**src/rtl/gate_mac_if.sv**
```systemverilog
// Operand/result bundle between the gate MAC and its producer/consumer.
// The master drives the start/bias/operand side; the slave returns the handshake and result.
interface gate_mac_if;
    logic               start;
    logic signed [15:0] bias;
    logic signed [15:0] a;
    logic signed [15:0] b;
    logic               ab_valid;
    logic               ab_ready;
    logic               busy;
    logic signed [15:0] x;
    logic               x_valid;
    logic               x_sat;

    modport master (
        output start, bias, a, b, ab_valid,
        input  ab_ready, busy, x, x_valid, x_sat
    );

    modport slave (
        input  start, bias, a, b, ab_valid,
        output ab_ready, busy, x, x_valid, x_sat
    );
endinterface

```
**src/rtl/gate_mac.sv**
```systemverilog
// Serial Q8.8 multiply-accumulate for one LSTM gate pre-activation: bias + sum(a*b),
// saturated to 16 bits at the output and held until the next result.
//
// state | meaning
// IDLE  | waiting for start; bias sampled on start
// ACCUM | accepting operand pairs, one per handshake
// DONE  | all pairs summed; result registered on the next edge
module gate_mac #(
    parameter int N_INPUTS  = 16,
    parameter int FRAC_BITS = 8,
    parameter int ACC_WIDTH = 40
) (
    input  logic      clk,
    input  logic      rst,
    gate_mac_if.slave bus
);
    typedef enum logic [1:0] {IDLE, ACCUM, DONE} state_t;

    localparam int CNT_W = $clog2(N_INPUTS + 1);
    localparam logic [CNT_W-1:0] LAST = CNT_W'(N_INPUTS - 1);
    localparam logic signed [ACC_WIDTH-1:0] X_MAX = ACC_WIDTH'(32767);
    localparam logic signed [ACC_WIDTH-1:0] X_MIN = ACC_WIDTH'(-32768);

    state_t state, state_nxt;
    logic   ready, accept;

    logic        [CNT_W-1:0]     count;
    logic signed [ACC_WIDTH-1:0] acc;
    logic signed [ACC_WIDTH-1:0] bias_ext, prod_ext, r;
    logic signed [31:0]          prod;
    logic                        sat_hi, sat_lo;
    logic signed [15:0]          x_clamped;

    always_ff @(posedge clk or posedge rst) begin
        if (rst) state <= IDLE;
        else     state <= state_nxt;
    end

    always_comb begin
        state_nxt = state;
        ready     = 1'b0;
        accept    = 1'b0;
        case (state)
            IDLE: begin
                if (bus.start) state_nxt = ACCUM;
            end
            ACCUM: begin
                ready  = 1'b1;
                accept = bus.ab_valid;
                if (accept && count == LAST) state_nxt = DONE;
            end
            DONE: begin
                state_nxt = IDLE;
            end
            default: state_nxt = IDLE;
        endcase
    end

    assign bus.ab_ready = ready;

    // Full-precision product; the accumulator is sized so this sum never wraps.
    assign prod     = 32'(bus.a) * 32'(bus.b);
    assign prod_ext = ACC_WIDTH'(prod);
    assign bias_ext = ACC_WIDTH'(bus.bias);

    assign r         = acc >>> FRAC_BITS;
    assign sat_hi    = r > X_MAX;
    assign sat_lo    = r < X_MIN;
    assign x_clamped = sat_hi ? 16'sh7fff : (sat_lo ? 16'sh8000 : r[15:0]);

    always_ff @(posedge clk or posedge rst) begin
        if (rst) begin
            acc         <= '0;
            count       <= '0;
            bus.x       <= '0;
            bus.x_valid <= 1'b0;
            bus.x_sat   <= 1'b0;
            bus.busy    <= 1'b0;
        end else begin
            bus.x_valid <= 1'b0;
            bus.busy    <= (state_nxt != IDLE);
            if (state == IDLE && bus.start) begin
                acc   <= bias_ext <<< FRAC_BITS;
                count <= '0;
            end else if (accept) begin
                acc   <= acc + prod_ext;
                count <= count + CNT_W'(1);
            end
            // x/x_sat only change here so the downstream ROM sees a stable address.
            if (state == DONE) begin
                bus.x       <= x_clamped;
                bus.x_sat   <= sat_hi | sat_lo;
                bus.x_valid <= 1'b1;
            end
        end
    end
endmodule

```
**src/flat_wrapper.sv**
```systemverilog
// flat-port wrapper written by rule: the top's interface ports become plain ports
module gate_mac_flat 
#(
    parameter int N_INPUTS  = 16,
    parameter int FRAC_BITS = 8,
    parameter int ACC_WIDTH = 40
)
  (clk, rst, bus_start, bus_bias, bus_a, bus_b, bus_ab_valid, bus_ab_ready, bus_busy, bus_x, bus_x_valid, bus_x_sat);
  gate_mac_if bus_i ();
  input  logic clk;
  input  logic rst;
  input wire logic [$bits(bus_i.start)-1:0] bus_start;
  input wire logic [$bits(bus_i.bias)-1:0] bus_bias;
  input wire logic [$bits(bus_i.a)-1:0] bus_a;
  input wire logic [$bits(bus_i.b)-1:0] bus_b;
  input wire logic [$bits(bus_i.ab_valid)-1:0] bus_ab_valid;
  output wire logic [$bits(bus_i.ab_ready)-1:0] bus_ab_ready;
  output wire logic [$bits(bus_i.busy)-1:0] bus_busy;
  output wire logic [$bits(bus_i.x)-1:0] bus_x;
  output wire logic [$bits(bus_i.x_valid)-1:0] bus_x_valid;
  output wire logic [$bits(bus_i.x_sat)-1:0] bus_x_sat;
  assign bus_i.start = bus_start;
  assign bus_i.bias = bus_bias;
  assign bus_i.a = bus_a;
  assign bus_i.b = bus_b;
  assign bus_i.ab_valid = bus_ab_valid;
  assign bus_ab_ready = bus_i.ab_ready;
  assign bus_busy = bus_i.busy;
  assign bus_x = bus_i.x;
  assign bus_x_valid = bus_i.x_valid;
  assign bus_x_sat = bus_i.x_sat;
  gate_mac #(.N_INPUTS(N_INPUTS), .FRAC_BITS(FRAC_BITS), .ACC_WIDTH(ACC_WIDTH)) u_core (.clk(clk), .rst(rst), .bus(bus_i));
endmodule
```
**config.mk**
```make
export PLATFORM = sky130hd
export DESIGN_NAME = gate_mac_flat
export DESIGN_NICKNAME = d
export VERILOG_FILES = /design/src/rtl/gate_mac_if.sv /design/src/rtl/gate_mac.sv /design/src/flat_wrapper.sv
export SDC_FILE = /design/constraint.sdc
export NUM_CORES = 1
export LEC_CHECK = 0
export CAP_MARGIN = 20
export CORE_UTILIZATION = 36
export DETAILED_ROUTE_END_ITERATION = 10
export SYNTH_ARGS = -nofsm -noshare
export SYNTH_HDL_FRONTEND = slang
export SYNTH_SLANG_ARGS = --single-unit
```
**constraint.sdc**
```tcl
create_clock -name clk -period 6.7 [get_ports clk]
set_input_delay 1.34 -clock clk [delete_from_list [all_inputs] [get_ports clk]]
set_output_delay 1.34 -clock clk [all_outputs]
set_load 0.02 [all_outputs]
```
# Word-level counts from Yosys, hierarchy flattened
# Index checks and enable logic that the tools add are counted.
[classes]
div = 0
shifts = 0
magnitude_cmp = 2
add_sub_neg = 2
n_reduce_logical = 5
multipliers = 1
n_bitwise = 1
n_mux = 12
eq_ne = 3
[op_table]
columns = ["op", "count"]
rows = [
  ["40-bit 2-to-1 mux", 2],
  ["40-bit by 32-bit adder with 40-bit output", 1],
  ["32-bit by 16-bit > comparator with 1-bit output, second input constant", 1],
  ["32-bit by 16-bit < comparator with 1-bit output, second input constant", 1],
  ["16-bit by 16-bit multiplier with 32-bit output", 1],
  ["16-bit 2-to-1 mux", 2],
  ["5-bit 2-to-1 mux", 2],
  ["5-bit by 1-bit adder with 5-bit output, second input constant", 1],
  ["5-bit by 4-bit == test with 1-bit output, second input constant", 1],
  ["2-bit 2-to-1 mux", 2],
  ["2-bit one-hot mux with 2 select lines", 1],
  ["2-bit nonzero test", 2],
  ["1-bit 2-to-1 mux", 3],
  ["2-bit by 1-bit == test with 1-bit output, second input constant", 1],
  ["2-bit == test, second input constant", 1],
  ["1-bit logical AND", 2],
  ["2-bit logical NOT", 1],
  ["1-bit bitwise OR", 1],
]
[word_totals]
out_inout_bits = 20
latchBits = 0
register_bits = 66
memories = 0
ram_bits = 0
romBits = 0

# Longest topological paths before layout
# Gate-level depths: netlist of the first run.
[logic_depth]
word_depth = 5
depth_mapped = 24
mapped_depth_nobuf = 23

# Worst setup path before layout of the first run
# No wires, ideal clock.
[synth_timing]
path_kind = "input to register"
start = "input port bus_b[1]"
end = "register u_core.acc[39]"
t_required_ps = 6569
cell_stages = 21
slack_ps = -437
path_buffers = 1
arrival_ps = 7006
cell_sequence = "clkbuf_1 nand2_1 inv_1 fa_1 fa_1 inv_1 fa_1 fa_1 inv_1 fa_1 inv_1 fa_1 inv_1 ha_1 a211o_1 o31ai_1 o211a_1 a31oi_2 o41ai_1 mux2i_1 nand2_1"
[synth_via]
elab_chain_len = 4
[synth_rtl]
columns = ["item", "line", "text"]
rows = [
  ["start, declared", "flat_wrapper.sv:15", "input wire logic [$bits(bus_i.b)-1:0] bus_b;"],
  ["16-bit by 16-bit multiplier with 32-bit output", "gate_mac.sv:62", "assign prod = 32'(bus.a) * 32'(bus.b);"],
  ["40-bit by 32-bit adder with 40-bit output", "gate_mac.sv:86", "acc <= acc + prod_ext;"],
  ["40-bit 2-to-1 mux", "gate_mac.sv:85", "end else if (accept) begin"],
  ["40-bit 2-to-1 mux", "gate_mac.sv:82", "if (state == IDLE && bus.start) begin"],
  ["end signal, assigned", "gate_mac.sv:83", "acc <= bias_ext <<< FRAC_BITS;"],
  ["end signal, assigned", "gate_mac.sv:86", ""],
  ["end, declared", "gate_mac.sv:28", "logic signed [ACC_WIDTH-1:0] acc;"],
]
# No other way between the ends. The select of a mux whose other input is x is not followed.
# A chain may end at the register's enable or synchronous reset.

# Final worst setup path of the first run
[layout_timing]
start = "input port bus_a[15]"
end = "register u_core.acc[39]"
[layout_via]
elab_chain_len = 4
[layout_rtl]
columns = ["item", "line", "text"]
rows = [
  ["start, declared", "flat_wrapper.sv:14", "input wire logic [$bits(bus_i.a)-1:0] bus_a;"],
  ["16-bit by 16-bit multiplier with 32-bit output", "gate_mac.sv:62", ""],
  ["40-bit by 32-bit adder with 40-bit output", "gate_mac.sv:86", ""],
  ["40-bit 2-to-1 mux", "gate_mac.sv:85", ""],
  ["40-bit 2-to-1 mux", "gate_mac.sv:82", ""],
]
# No other way between the ends. The select of a mux whose other input is x is not followed.

==> results of run 1 <==
-- cell usage after synthesis (5+ instances only) --
cell type,number
a21o_1,11
a21oi_1,47
a22o_1,6
a22oi_1,8
and2_1,115
and3_1,7
clkbuf_1,47
dfrtp_1,66
fa_1,330
ha_1,117
inv_1,414
nand2_1,181
nand3_1,7
nand4_1,6
nor2_1,56
nor3_1,8
nor4_1,6
o21ai_0,44
o21ai_1,21
o21bai_1,5
xnor2_1,26
xor2_1,15
-- routing by layer --
| layer | GRT usage, % | wire length [um] |
|---|---|---|
| met1 | 25.9 | 16600 |
| met2 | 34.1 | 19800 |
| met5 | 0 | 0 |
| met3 | 2.55 | 1740 |
| met4 | 3.47 | 603 |
-- layout make-up --
| class | instances | area, um2 | area share (%) |
|---|---|---|---|
| multi-input cells | 1079 | 12400 | 63.5 |
| repair buffers | 321 | 2920 | 15.0 |
| flip-flops and latches | 66 | 1650 | 8.47 |
| inverters | 414 | 1560 | 7.98 |
| well taps | 532 | 666 | 3.41 |
| clock buffers | 9 | 225 | 1.15 |
| clock inverters | 7 | 101 | 0.519 |
-- flip-flops by register name, indices dropped and copies added, names as in the netlist --
| name | flops |
|---|---|
| u_core.bus.x | 16 |
| u_core.acc | 40 |
| u_core.bus.x_valid | 1 |
| u_core.bus.x_sat | 1 |
| u_core.state | 2 |
| u_core.count | 5 |
| u_core.bus.busy | 1 |
-- worst max path at each step --
| stage | start | endpoint |
|---|---|---|
| 2_1_floorplan | bus_b[15] | u_core.acc[31]$_DFFE_PP0P_ |
| 3_3_place_gp | bus_b[12] | u_core.acc[39]$_DFFE_PP0P_ |
| 3_5_place_dp | bus_a[10] | u_core.acc[39]$_DFFE_PP0P_ |
| 4_1_cts | bus_a[15] | u_core.acc[39]$_DFFE_PP0P_ |
| 5_1_grt | bus_b[2] | u_core.acc[39]$_DFFE_PP0P_ |
| 6_report | bus_a[15] | u_core.acc[39]$_DFFE_PP0P_ |
-- per-stage QoR --
step           std cells  hold slack [ns]  setup TNS, ns
3_5_place_dp        2349            0.478         -19.15
4_1_cts             2406            0.492         -0.333
5_1_grt             2428            0.518          -1.73
2_1_floorplan       1610            0.455              0
6_report            2428            0.489        -0.0806
3_3_place_gp        2349            0.471         -18.03
-- cells by family after synthesis --
group / count (synthesis) / share of synthesized area [%]
DFF: 66 / 11.0
adders and majority gates: 447 / 53.9
buffers and inverters: 465 / 11.7
AOI/OAI and AO/OA: 190 / 8.20
xor gates and xnor gates: 41 / 2.40
and+or+nand+nor: 399 / 12.6
muxes: 2 / 0.142
-- critical path: stages --
cell and delay (ns):
buf_12 0.11, buf_12 0.14, and2_4 0.14, fa_2 0.60, fa_1 0.48, inv_4 0.13, buf_6 0.11, fa_2 0.46
fa_1 0.54, inv_2 0.04, fa_1 0.51, inv_2 0.04, fa_1 0.52, inv_2 0.05, ha_4 0.23, a211o_1 0.34
o31ai_2 0.27, o211a_1 0.24, a31oi_4 0.13, o41ai_4 0.26, mux2i_1 0.22, nand2_1 0.06
-- timing repair --
action | 4_1_cts | 5_1_grt
gates resized for setup | 227 | 169
hold buffers | 0 | 0
buffers inserted | 36 | 25
endpoints found under the hold margin | 0 | 0
gates cloned | 5 | 1
pin swaps | 107 | 105
setup endpoints to repair | 28 | 22
==> impl_metrics.csv, run 1 <==
group,metric,value,unit
outcome,outcome,"complete, but fails checks",
outcome,violations,"setup timing",
timing,clock_skew,0.00873,ns
timing,final_hold_viol_count,0,
clock_tree,numCtsBuffers,9,
setup_path,worstPathMaxFanout,7,
min_path,hp-class,"flop to flop",
clock_tree,htree_levels,3,
yosys,synth_top_area_cell,"fa_1",
yosys,synthArstFlopShare,100,%
placed_design,place_ws,-0.912,ns
route,finalWirelength,38.8,mm
timing,fmaxAchievable,148,MHz
placed_design,gp_congestion,0.851,
timing,period_share,101,%
timing,setup_viol,2,
timing,fin_crit,6.76,ns
placed_design,place_area,17800,um2
final_layout,drive_above_1_share,25.5,%
floorplanning,coreArea,40900,um2
timing,worst_pin_slew,0.846,ns
global_routing,grt.total_usage,19.5,%
setup_path,worst-setup-path-type,"input pin to flop",
global_routing,antenna_found_initial,0,
min_path,hp-start,"u_core.bus.x[2]$_DFFE_PP0P_",
clock_tree,clk_latency,0.33,ns
clock_tree,root_buffer,"clkbuf_16",
yosys,synth-main-ff-cell,"dfrtp_1",
setup_path,startpoint_type,"input pin",
route,drc,0,
yosys,ys_seq_area_share,11.0,%
yosys,synthTopCellsByArea,"fa_1, dfrtp_1, inv_1",
global_routing,grt_pass1_vias,12790,
final_layout,fillers,3824,
floorplanning,initial_core_util,36.6,%
floorplanning,ioPinCount,72,
run,maxCapViolCount,0,
route,drt_iter0_drc,525,
clock_tree,cts.sinks,66,
final_layout,fin_nets,2390,
placed_design,portBuffers,71,
clock_tree,cts_tree,"built",
min_path,hold_end,"u_core.bus.x[2]$_DFFE_PP0P_",
route,vias,11672,
yosys,synth_top_area_share,44.1,%
setup_path,r2r_end,"u_core.acc[37]$_DFFE_PP0P_",
route,vias_per_cell,4.81,
timing,worst_slack,-0.0556,ns
timing,max_slew_margin,43.6,%
setup_path,crit-reg2reg-launch,"u_core.acc[15]$_DFFE_PP0P_",
route,dr.pass1.iters,5,
setup_path,cp-end-kind,"flop",
placed_design,place_hpwl,32.1,mm
clock_tree,clk_pin_slew_worst_paths,0.06,ns
yosys,synth_edf_count,0,
floorplanning,rows,74,
clock_tree,cts_buffer_depth,2,
setup_path,reg2reg_slack,1.51,ns
yosys,ys_ff_latch,66,
floorplanning,die-area,42400,um2
route,antenna_left,0,
yosys,syn_area,15000,um2
floorplanning,die_w,206,um
yosys,syn_inst,1610,
final_layout,syn2layout_area_growth,30.3,%
yosys,syn_nets,2109,
timing,rsz0062_at_grt,"true",
setup_path,rr_worst_depth,20,
timing,drv_slew,0,
final_layout,final_cell_mix,"inv_1, fa_1, buf_4, nand2_1",
yosys,yosysWarnings,0,
route,wl_per_cell,16.0,um
global_routing,grt_overflow,0,
yosys,synth_cell_types,59,
global_routing,grt_pass1_wl,65.0,mm
final_layout,diodes,0,
yosys,synth_area_per_cell,9.30,um2
final_layout,final_core_util,47.7,%
min_path,hold_depth,2,
setup_path,critPathRequiredTime,6.91,ns
final_layout,final_common_cell,"inv_1",
floorplanning,die-height,206,um
global_routing,grt_start_max_net_pins,67,
final_layout,final_area,19500,um2
setup_path,worst_ep_arrival_time,6.96,ns
Power of run 1 is left out: the tool's default activity adds up to more than one toggle a clock period on the data nets, which glitch-free logic cannot reach.
==> run 2, diff against run 1 <==
--- a/config.mk
+++ b/config.mk
@@ -5,7 +5,9 @@
 export SDC_FILE = /design/constraint.sdc
 export NUM_CORES = 1
 export LEC_CHECK = 0
+export ABC_AREA = 0
 export CAP_MARGIN = 20
+export CORE_MARGIN = 2
 export CORE_UTILIZATION = 36
 export DETAILED_ROUTE_END_ITERATION = 10
 export SYNTH_ARGS = -nofsm -noshare
==> run 2 against run 1 <==
The run now ends clean. Utilization about the same. Via count decreased by 0.65%. Count of clock-buffer cells in the layout increased by 3. Hold slack got worse by 0.0052 ns.
==> impl_metrics.csv, run 2 (synthesis results as in run 1) <==
group,metric,value,unit
setup_path,critPathRequiredTime,6.90,ns
global_routing,antenna_found_initial,0,
final_layout,diodes,0,
global_routing,grt_start_max_net_pins,67,
global_routing,grt_pass1_vias,12961,
timing,worst_pin_slew,0.852,ns
placed_design,portBuffers,71,
floorplanning,die-area,43200,um2
floorplanning,rows,74,
final_layout,final_common_cell,"inv_1",
global_routing,grt_pass1_wl,67.1,mm
route,drc,0,
clock_tree,cts_tree,"built",
placed_design,place_ws,-0.974,ns
setup_path,worst_ep_arrival_time,6.85,ns
floorplanning,ioPinCount,72,
timing,drv_slew,0,
clock_tree,numCtsBuffers,9,
setup_path,worstPathMaxFanout,8,
timing,rsz0062_at_grt,"true",
clock_tree,clk_pin_slew_worst_paths,0.06,ns
final_layout,drive_above_1_share,25.3,%
timing,fmaxAchievable,150,MHz
timing,clock_skew,0.00724,ns
route,dr.pass1.iters,7,
clock_tree,clk_latency,0.33,ns
placed_design,place_hpwl,32.2,mm
route,vias_per_cell,4.80,
placed_design,gp_congestion,0.875,
timing,period_share,99.2,%
floorplanning,coreArea,40900,um2
route,finalWirelength,39.5,mm
timing,max_slew_margin,43.2,%
setup_path,worst-setup-path-type,"input pin to flop",
clock_tree,root_buffer,"clkbuf_16",
global_routing,grt_overflow,0,
route,drt_iter0_drc,560,
timing,worst_slack,0.0526,ns
floorplanning,initial_core_util,36.6,%
timing,fin_crit,6.65,ns
clock_tree,htree_levels,3,
route,vias,11596,
final_layout,final_cell_mix,"inv_1, fa_1, buf_4, nand2_1, and2_1",
floorplanning,die-height,208,um
clock_tree,cts_buffer_depth,2,
route,wl_per_cell,16.3,um
timing,holdWs,0.483,ns
setup_path,cp-end-kind,"flop",
floorplanning,die_w,208,um
final_layout,largest-register,"u_core.acc",
final_layout,largest_register_ffs,40,
min_path,hp-class,"flop to flop",
run,maxCapViolCount,0,
clock_tree,cts.sinks,66,
timing,final_hold_viol_count,0,
outcome,outcome,"finished, final reports clean",
setup_path,startpoint_type,"input pin",
route,antenna_left,0,
global_routing,grt.total_usage,19.1,%
timing,setup_viol,0,
final_layout,reg.largest.list,"u_core.acc: 40 flops, u_core.bus.x: 16 flops, u_core.count: 5 flops",
clock_tree,cts_hold_buf,0,
final_layout,fin_nets,2379,
final_layout,syn2layout_area_growth,30.4,%
run 2: layout make-up:
class                           instances  area (um2)
Fill cell                            3854       21400
Sequential cell                        66        1650
Tap cell                              532         666
Inverter                              414        1560
Multi-Input combinational cell       1079       12400
Clock inverter                          4        50.0
Clock buffer                           12         256
Timing Repair Buffer                  310        2920
run 2: layer usage:
| metal | share of wire [%] | global-route usage (%) | vias up |
|---|---|---|---|
| met4 | 1.5 | 3.30 | 0 |
| met3 | 3.2 | 1.98 | 41 |
| met2 | 52 | 33.2 | 213 |
| met5 | 0 | 0 | - |
| met1 | 44 | 26.2 | 5976 |
| li1 | - | - | 5366 |
run 2: worst paths after layout:
path | depth (start not counted) | startpoint | slack [ns] | end
setup / recovery | 27 | bus_a[15] | 0.05 | u_core.acc[36]$_DFFE_PP0P_
hold / removal | 2 | u_core.bus.x[1]$_DFFE_PP0P_ | 0.48 | u_core.bus.x[1]$_DFFE_PP0P_
setup reg to reg | 20 | u_core.acc[15]$_DFFE_PP0P_ | 1.48 | u_core.acc[38]$_DFFE_PP0P_
hold reg to reg | 2 | u_core.bus.x[1]$_DFFE_PP0P_ | 0.48 | u_core.bus.x[1]$_DFFE_PP0P_
max in group asynchronous | 3 | rst | 4.56 | u_core.acc[16]$_DFFE_PP0P_
min in group asynchronous | 3 | rst | 1.57 | u_core.bus.x_valid$_DFF_PP0_
run 2: critical path, stage by stage:
cell	delay, ns
buf_12	0.08
buf_12	0.10
buf_16	0.11
nand2_1	0.06
fa_1	0.51
inv_2	0.05
fa_1	0.56
inv_4	0.09
buf_4	0.14
fa_2	0.52
inv_2	0.04
fa_2	0.38
fa_1	0.50
inv_1	0.05
fa_1	0.49
inv_2	0.05
ha_4	0.23
buf_4	0.13
buf_4	0.14
o21a_1	0.20
o22ai_2	0.14
o21ai_1	0.10
a41oi_2	0.23
o211ai_2	0.13
a31o_4	0.27
xnor2_2	0.14
o21ai_1	0.06
run 2: per-stage QoR:
step / instances / cell area [um2] / util [%] / setup TNS (ns)
2_1_floorplan: 1610 / 15100 / - / 0
3_3_place_gp: 2351 / 17800 / 43.6 / -18.41
3_5_place_dp: 2351 / 17800 / 43.6 / -20.35
4_1_cts: 2409 / 19100 / 46.7 / -0.0177
5_1_grt: 2417 / 19500 / 47.7 / -0.989
6_report: 2417 / 19500 / 47.7 / 0
run 2: timing repair:
action	CTS	global route
setup buffers	34	9
pin swaps	128	66
setup endpoints to repair	27	19
gates resized for setup	291	120
cloned	8	0
Power of run 2 is left out for the same reason.
